===== src/rtl/prog_ram_arbiter.sv =====
// 16x8 program RAM shared by the button bit-editor, CPU fetch and LED row scanner.
// Optional `PROG_RAM_EDIT_LOCK_EN adds run_lock, which refuses edits while the CPU runs.
module prog_ram_arbiter #(
    parameter int unsigned AW = 4,
    parameter int unsigned DW = 8,
    parameter int unsigned BW = 3
) (
    input  logic          clk,
    input  logic          rst_n,
    input  logic          edit_req,
    input  logic [AW-1:0] edit_addr,
    input  logic [BW-1:0] edit_bit,
    input  logic          edit_val,
    output logic          edit_ack,
    output logic          edit_err,
    input  logic          cpu_req,
    input  logic [AW-1:0] cpu_addr,
    output logic          cpu_ack,
    output logic [DW-1:0] cpu_rdata,
    input  logic          disp_req,
    input  logic [AW-1:0] disp_addr,
    output logic          disp_ack,
    output logic [DW-1:0] disp_rdata,
`ifdef PROG_RAM_EDIT_LOCK_EN
    input  logic          run_lock,
`endif
    output logic          busy
);

    localparam int unsigned DEPTH = 1 << AW;

    typedef enum logic [1:0] {IDLE, READ, EDIT_RD, EDIT_WR} state_t;
    typedef enum logic {SIDE_CPU, SIDE_DISP} side_t;

    state_t        state;
    side_t         rr_last;
    side_t         owner_q;
    logic [AW-1:0] addr_q;
    logic [BW-1:0] bit_q;
    logic          val_q;
    logic          lock_q;
    logic [DW-1:0] word_q;
    logic [DW-1:0] mem [DEPTH];

    logic          edit_lock_c;
    logic          edit_vis_c;
    logic          cpu_vis_c;
    logic          disp_vis_c;
    logic          pick_disp_c;
    logic [DW-1:0] wr_word_c;

`ifdef PROG_RAM_EDIT_LOCK_EN
    assign edit_lock_c = run_lock;
`else
    assign edit_lock_c = 1'b0;
`endif

    // A requester still seeing its own ack is masked so it is never served twice.
    always_comb begin
        edit_vis_c  = edit_req & ~edit_ack;
        cpu_vis_c   = cpu_req & ~cpu_ack;
        disp_vis_c  = disp_req & ~disp_ack;
        pick_disp_c = disp_vis_c;
        if (cpu_vis_c && disp_vis_c) begin
            pick_disp_c = (rr_last == SIDE_CPU);
        end
        wr_word_c        = word_q;
        wr_word_c[bit_q] = val_q;
    end

    always_ff @(posedge clk) begin
        if (!rst_n) begin
            state      <= IDLE;
            rr_last    <= SIDE_DISP;
            owner_q    <= SIDE_CPU;
            addr_q     <= '0;
            bit_q      <= '0;
            val_q      <= 1'b0;
            lock_q     <= 1'b0;
            word_q     <= '0;
            edit_ack   <= 1'b0;
            edit_err   <= 1'b0;
            cpu_ack    <= 1'b0;
            disp_ack   <= 1'b0;
            cpu_rdata  <= '0;
            disp_rdata <= '0;
            busy       <= 1'b0;
            for (int unsigned i = 0; i < DEPTH; i++) begin
                mem[i] <= '0;
            end
        end else begin
            edit_ack <= 1'b0;
            edit_err <= 1'b0;
            cpu_ack  <= 1'b0;
            disp_ack <= 1'b0;
            case (state)
                IDLE: begin
                    if (edit_vis_c) begin
                        addr_q <= edit_addr;
                        bit_q  <= edit_bit;
                        val_q  <= edit_val;
                        lock_q <= edit_lock_c;
                        state  <= edit_lock_c ? EDIT_WR : EDIT_RD;
                        busy   <= 1'b1;
                    end else if (cpu_vis_c || disp_vis_c) begin
                        owner_q <= pick_disp_c ? SIDE_DISP : SIDE_CPU;
                        addr_q  <= pick_disp_c ? disp_addr : cpu_addr;
                        if (cpu_vis_c && disp_vis_c) begin
                            rr_last <= pick_disp_c ? SIDE_DISP : SIDE_CPU;
                        end
                        state <= READ;
                        busy  <= 1'b1;
                    end
                end
                READ: begin
                    if (owner_q == SIDE_DISP) begin
                        disp_rdata <= mem[addr_q];
                        disp_ack   <= 1'b1;
                    end else begin
                        cpu_rdata <= mem[addr_q];
                        cpu_ack   <= 1'b1;
                    end
                    state <= IDLE;
                    busy  <= 1'b0;
                end
                EDIT_RD: begin
                    word_q <= mem[addr_q];
                    state  <= EDIT_WR;
                end
                EDIT_WR: begin
                    // A locked edit is acknowledged as refused and leaves the RAM untouched.
                    if (!lock_q) begin
                        mem[addr_q] <= wr_word_c;
                    end
                    edit_ack <= 1'b1;
                    edit_err <= lock_q;
                    state    <= IDLE;
                    busy     <= 1'b0;
                end
                default: begin
                    state <= IDLE;
                    busy  <= 1'b0;
                end
            endcase
        end
    end

endmodule


===== config.mk =====
export PLATFORM = sky130hd
export DESIGN_NAME = prog_ram_arbiter
export DESIGN_NICKNAME = d
export VERILOG_FILES = /design/src/rtl/prog_ram_arbiter.sv
export SDC_FILE = /design/constraint.sdc
export NUM_CORES = 1
export LEC_CHECK = 0
export CAP_MARGIN = 20
export CORE_MARGIN = 2
export CORE_UTILIZATION = 25
export DETAILED_ROUTE_END_ITERATION = 16
export RECOVER_POWER = 50
export SETUP_SLACK_MARGIN = 0.1
export SYNTH_ARGS = -nofsm -noshare
export SYNTH_HDL_FRONTEND = slang
export SYNTH_SLANG_ARGS = --single-unit
export TNS_END_PERCENT = 5

===== constraint.sdc =====
create_clock -name clk -period 4.2 [get_ports clk]
set_input_delay 0.84 -clock clk [delete_from_list [all_inputs] [get_ports clk]]
set_output_delay 0.84 -clock clk [all_outputs]
set_load 0.02 [all_outputs]

# --- Yosys cells after proc, flatten, opt, wreduce, memory -nomap -nowiden ---
# Memories as Yosys holds them, arrays and structs flattened. A register that Yosys moved wholly into a read port is not among the register bits.
# Index checks and enable logic that the tools add are counted.
word_totals:
  ff_bits: 40
  ramBits: 128
  in_bits: 21
  out_inout_bits: 21
  word_cells: 70
  mem_count: 1
classes:
  magnitude_cmp: 2
  eq_ne: 4
  n_mux: 25
  bitwise: 9
  n_reduce_logical: 16
memory_table:
  columns: ["memory", "words", "word_bits", "rd", "rd_ports_with_merged_regs", "write_ports", "line_no", "text"]
  rows:
  - ["mem", 16, 8, 1, 1, 16, "43", "logic [DW-1:0] mem [DEPTH];"]
ops:
  columns: ["operator", "count"]
  rows:
  - ["two-way mux 4 bit", 6]
  - ["two-way mux 1 bit", 12]
  - ["AND reduction 2 bit", 6]
  - ["bitwise mux 8 bit", 1]
  - ["two-way mux 8 bit", 1]
  - ["OR reduction 8 bit", 1]
  - ["NOT 1 bit", 6]
  - ["one-hot mux 2 bit (3 select lines)", 1]
  - ["== test 2 bit (second input constant)", 2]
  - ["less-than comparator 3 x 4 -> 1 bit (second input constant)", 1]
  - ["two-way mux 2 bit", 2]
  - ["AND reduction 4 bit", 1]
  - ["nonzero test 2 bit", 2]
  - ["bitwise AND 1 bit", 3]
  - ["demux 1 bit (select 3 bit)", 1]
  - [">= comparator 3 x 1 -> 1 bit (second input constant)", 1]
  - ["inequality test 3 bit (second input constant)", 1]
  - ["AND reduction 3 bit", 1]
  - ["== test 2 x 1 -> 1 bit (second input constant)", 1]
  - ["logical AND 1 bit", 2]
  - ["logical NOT 2 bit", 1]
  - ["one-hot mux 1 bit (2 select lines)", 1]
  - ["OR reduction 2 bit", 1]
  - ["logical OR 1 bit", 1]

# --- Depth between registers and ports, before layout ---
depth:
  ltp_word: 9
  depth_mapped: 6
  ltp_nobuf: 4

# --- Worst setup path before layout ---
# No wires, ideal clock.
synth_timing:
  kind: "input-to-reg"
  startpoint: "in rst_n"
  endpoint: "mem mem[14][0], enable pin"
  setup_ps: 330
  arrival_ps: 1759
  t_required_ps: 3870
  slack_ps: 2111
  path_stages: 5
  n_path_buf: 1
  path_cell_list: "clkbuf_8 nand3_1 nor2_1 nand3_1 nand2_1"
synth_lines:
  columns: ["item", "line_no", "text"]
  rows:
  - ["start, declared", "9", "input logic rst_n,"]
  - ["end, declared", "43", null]

==> results.txt <==
Final WL - 18090 µm
IO buf count - 40
Number of global-route vias before repair - 4697
Post-CTS Resized - 0
Syn avg cell area - 12.38 µm²
Antenna viol nets, final - 0
Die ar. - 30960 µm²
Hold Path Stages - 2
Die height - 176.0 µm
Core region area - 28940 µm²
Hold_buf cts - 0
Number of distinct library cells after synthesis - 41
Placed insts - 995
Asr flop ratio synth - 0
Crit-path cells - buf_4 -> mux2i_1 -> a221oi_1 -> a32oi_1 -> a21oi_1
Layout cells sized above 1 - 0.09798
Non-filler cells, final - 1027
RSZ-0062 raised after global routing - no
Total number of H-tree levels - 4
Largest net degree at the start of global routing - 38
VDD IR max - 0.2281 mV
Core Rows - 62
Hold_ws - 443.5 ps
Max-cap violations - 0
Crit path launch type - flip-flop
Worst endpoint data arrival time - 3390 ps
Global Route Usage Sum - 0.1196
Synth area leader - edfxtp_1
Fmax - 321.4 MHz
Clock sink total - 172
Setup violations, final - 0
Post-Syn Instances - 597
Crit path max fanout - 26
Final Max Slew Viols - 0
Status - finished, final reports clean
Worst clock skew - 14.82 ps
Crit path capture type - flip-flop
Num CTS Buffers - 17
Synthesis Warnings - 0
Post-DP Area - 8117 µm²
Worst Min Path Start - disp_rdata[5]
DRC errors left - 0
Cell Pwr Density - 460.5 nW/µm²
Comb pwr share - 0.119
Syn Std Cell Area - 7392 µm²
CTS root buf - clkbuf_16
Clk_lat worst skew - 430 ps
Design area - 8707 µm²
Power Internal - 3.007 mW
Drt wl/cell - 17.61 µm
Final Hold Viols - 0
Total grt overflow - 0
Width of the die - 176.0 µm
Worst reg2reg path endpoint - word_q[4]
Net Sw Frac - 0.2501
Via Count - 4771
Iter 0 DRT Violations - 537
CTS max path bufs - 2
Hold Path Class - flip-flop to flip-flop
Share of the synthesized area in the top cell type - 0.5200
Vias per inst - 4.646
Clock slew at reported path FFs - 60 ps
Reg-to-reg slack, setup - 1090 ps
Setup TNS - 0 ps
Final estimated routing congestion in global placement - 0.7885
Hold endpoint - disp_rdata[5]
Crit path kind - flip-flop to flip-flop
Leakage - 2.932 nW
TritonCTS clock tree - yes
Synthesized flop and latch total - 172
IO Count - 42
NumNets Final - 651
Worst-margin pin slew - 1479 ps
Pre-CTS setup slack - 855.8 ps
Data required, critical path - 4480 ps
Syn nets - 618
Initial antenna violation count - 0
Initial DRT Pass Iterations - 5
Sequential share of power - 0.493
Seq/Total Area, Yosys - 0.6391
First-pass GRT wire length - 27680 µm
Post-route setup slack - 1089 ps
Number of synthesized flops with an enable pin - 128
Setup Buffers After CTS - 0
Dpl hpwl - 12140 µm
Switch Pwr - 1.003 mW
CP max-delay cell - dfxtp_1
Starting Density - 0.2555
Worst R2R Path Depth - 5
Clock power frac - 0.388
Slew HR - 0.01286
CP max stage delay - 1310 ps
Ant diodes - 0
Prevailing post-synth register cell - edfxtp_1
Crit share post-route - 0.7408
Synth-to-Final Area Change - 17.79%
Synth top area cells - edfxtp_1 52%, dfxtp_1 12%, nor2_1 7.3%
Tmin final - 3111 ps
## state kept, by name, indices dropped and copies added, names as in the netlist, named ones only
register	count
mem	128
addr_q	4
edit_ack	1
owner_q	1
rr_last	1
bit_q	3
word_q	8
cpu_ack	1
disp_rdata	8
state	2
disp_ack	1
val_q	1
cpu_rdata	8
busy	1
## critical path: cells and delay by family, from the launching register on
| kind | cells | cell delay (ps) |
|---|---|---|
| AOI/OAI and AO/OA | 3 | 790 |
| buffers and inverters | 1 | 570 |
| DFF | 1 | 1310 |
| muxes | 1 | 270 |
## layout make-up
type | instances | area (µm²)
Clock buffer | 28 | 575.6
Clock inverter | 4 | 21.27
Fill cell | 2912 | 20230
Inverter | 5 | 18.77
Multi-Input combinational cell | 384 | 2411
Sequential cell | 172 | 4725
Tap cell | 384 | 480.5
Timing Repair Buffer | 50 | 475.5
## per-stage QoR
step	utilization	power, mW
after global routing	0.3009	4.154
after detailed placement	0.2805	2.491
after global placement	0.2805	2.488
final	0.3009	4.010
after CTS	0.3011	4.042
after floorplan	-	2.306
## synth_stat cells (2+ instances only)
library cell  count
a32oi_2           6
nand3b_1          3
or2_0            11
a21boi_0          4
inv_1             4
or2_1             2
a32oi_1           2
a221oi_1          8
buf_2             4
o21ai_1          16
a21oi_1          11
a211oi_1          5
nor3_1            4
nor2b_1           6
buf_4             2
mux2i_1          45
nor3b_1           2
buf_6             6
nand2_1          49
mux4_2           15
clkbuf_1         20
a22oi_1           8
nand2b_1          6
o31ai_1           4
o21ai_0          12
nor2_1          143
edfxtp_1        128
nand4_1           2
nand3_1          11
dfxtp_1          44
clkbuf_8          4
## cell families after synthesis
family	share of synthesized area
AND/OR/NAND/NOR	0.1386
flip-flops	0.6391
AO/OA/AOI/OAI	0.07634
multiplexers	0.1102
buffers and inverters	0.03402
XOR/XNOR	0.001185
other	0.0005073
## power groups by stage
stage	Combinational, mW	Sequential, mW	Clock [mW]
finish	0.478	1.98	1.56
floorplan	0.343	1.96	0
detailed placement	0.478	2.01	0
CTS	0.480	1.98	1.58
global placement	0.475	2.01	0
global route	0.506	1.99	1.66
## per-layer routing
| layer | wire (µm) | up-vias | GRT usage | share of wire |
|---|---|---|---|---|
| li1 | - | 2219 | - | - |
| met2 | 8894 | 178 | 0.1973 | 0.49 |
| met1 | 7814 | 2356 | 0.1585 | 0.43 |
| met4 | 203 | 0 | 0.03030 | 0.011 |
| met3 | 1175 | 18 | 0.02842 | 0.065 |
| met5 | 0 | - | 0 | 0 |
## worst max path at each step
stage,startpoint,end,slack [ps],depth (start not counted)
after global placement,rst_n,mem[14][0],880,6
final,flip-flop,word_q[4],1090,5
after detailed placement,rst_n,mem[15][2],860,6
after floorplan,rst_n,mem[14][0],2110,5
after global routing,flip-flop,word_q[0],790,5
after CTS,rst_n,mem[15][4],1280,6
## cells in the final DEF (no fill, tap or decap), types with 8 or more instances in the layout
cell type and count:
edfxtp_1 128, o21ai_0 12, mux2i_1 45, clkbuf_16 20, a22oi_1 8, nor2_1 143
nand2_1 49, buf_4 10, dfxtp_1 44, dlygate4sd3_1 23, clkdlybuf4s50_1 17, a221oi_1 8
nand3_1 11, mux4_2 15, a21oi_1 11, o21ai_1 16, or2_0 11
Power figures use the tool's default switching activity.
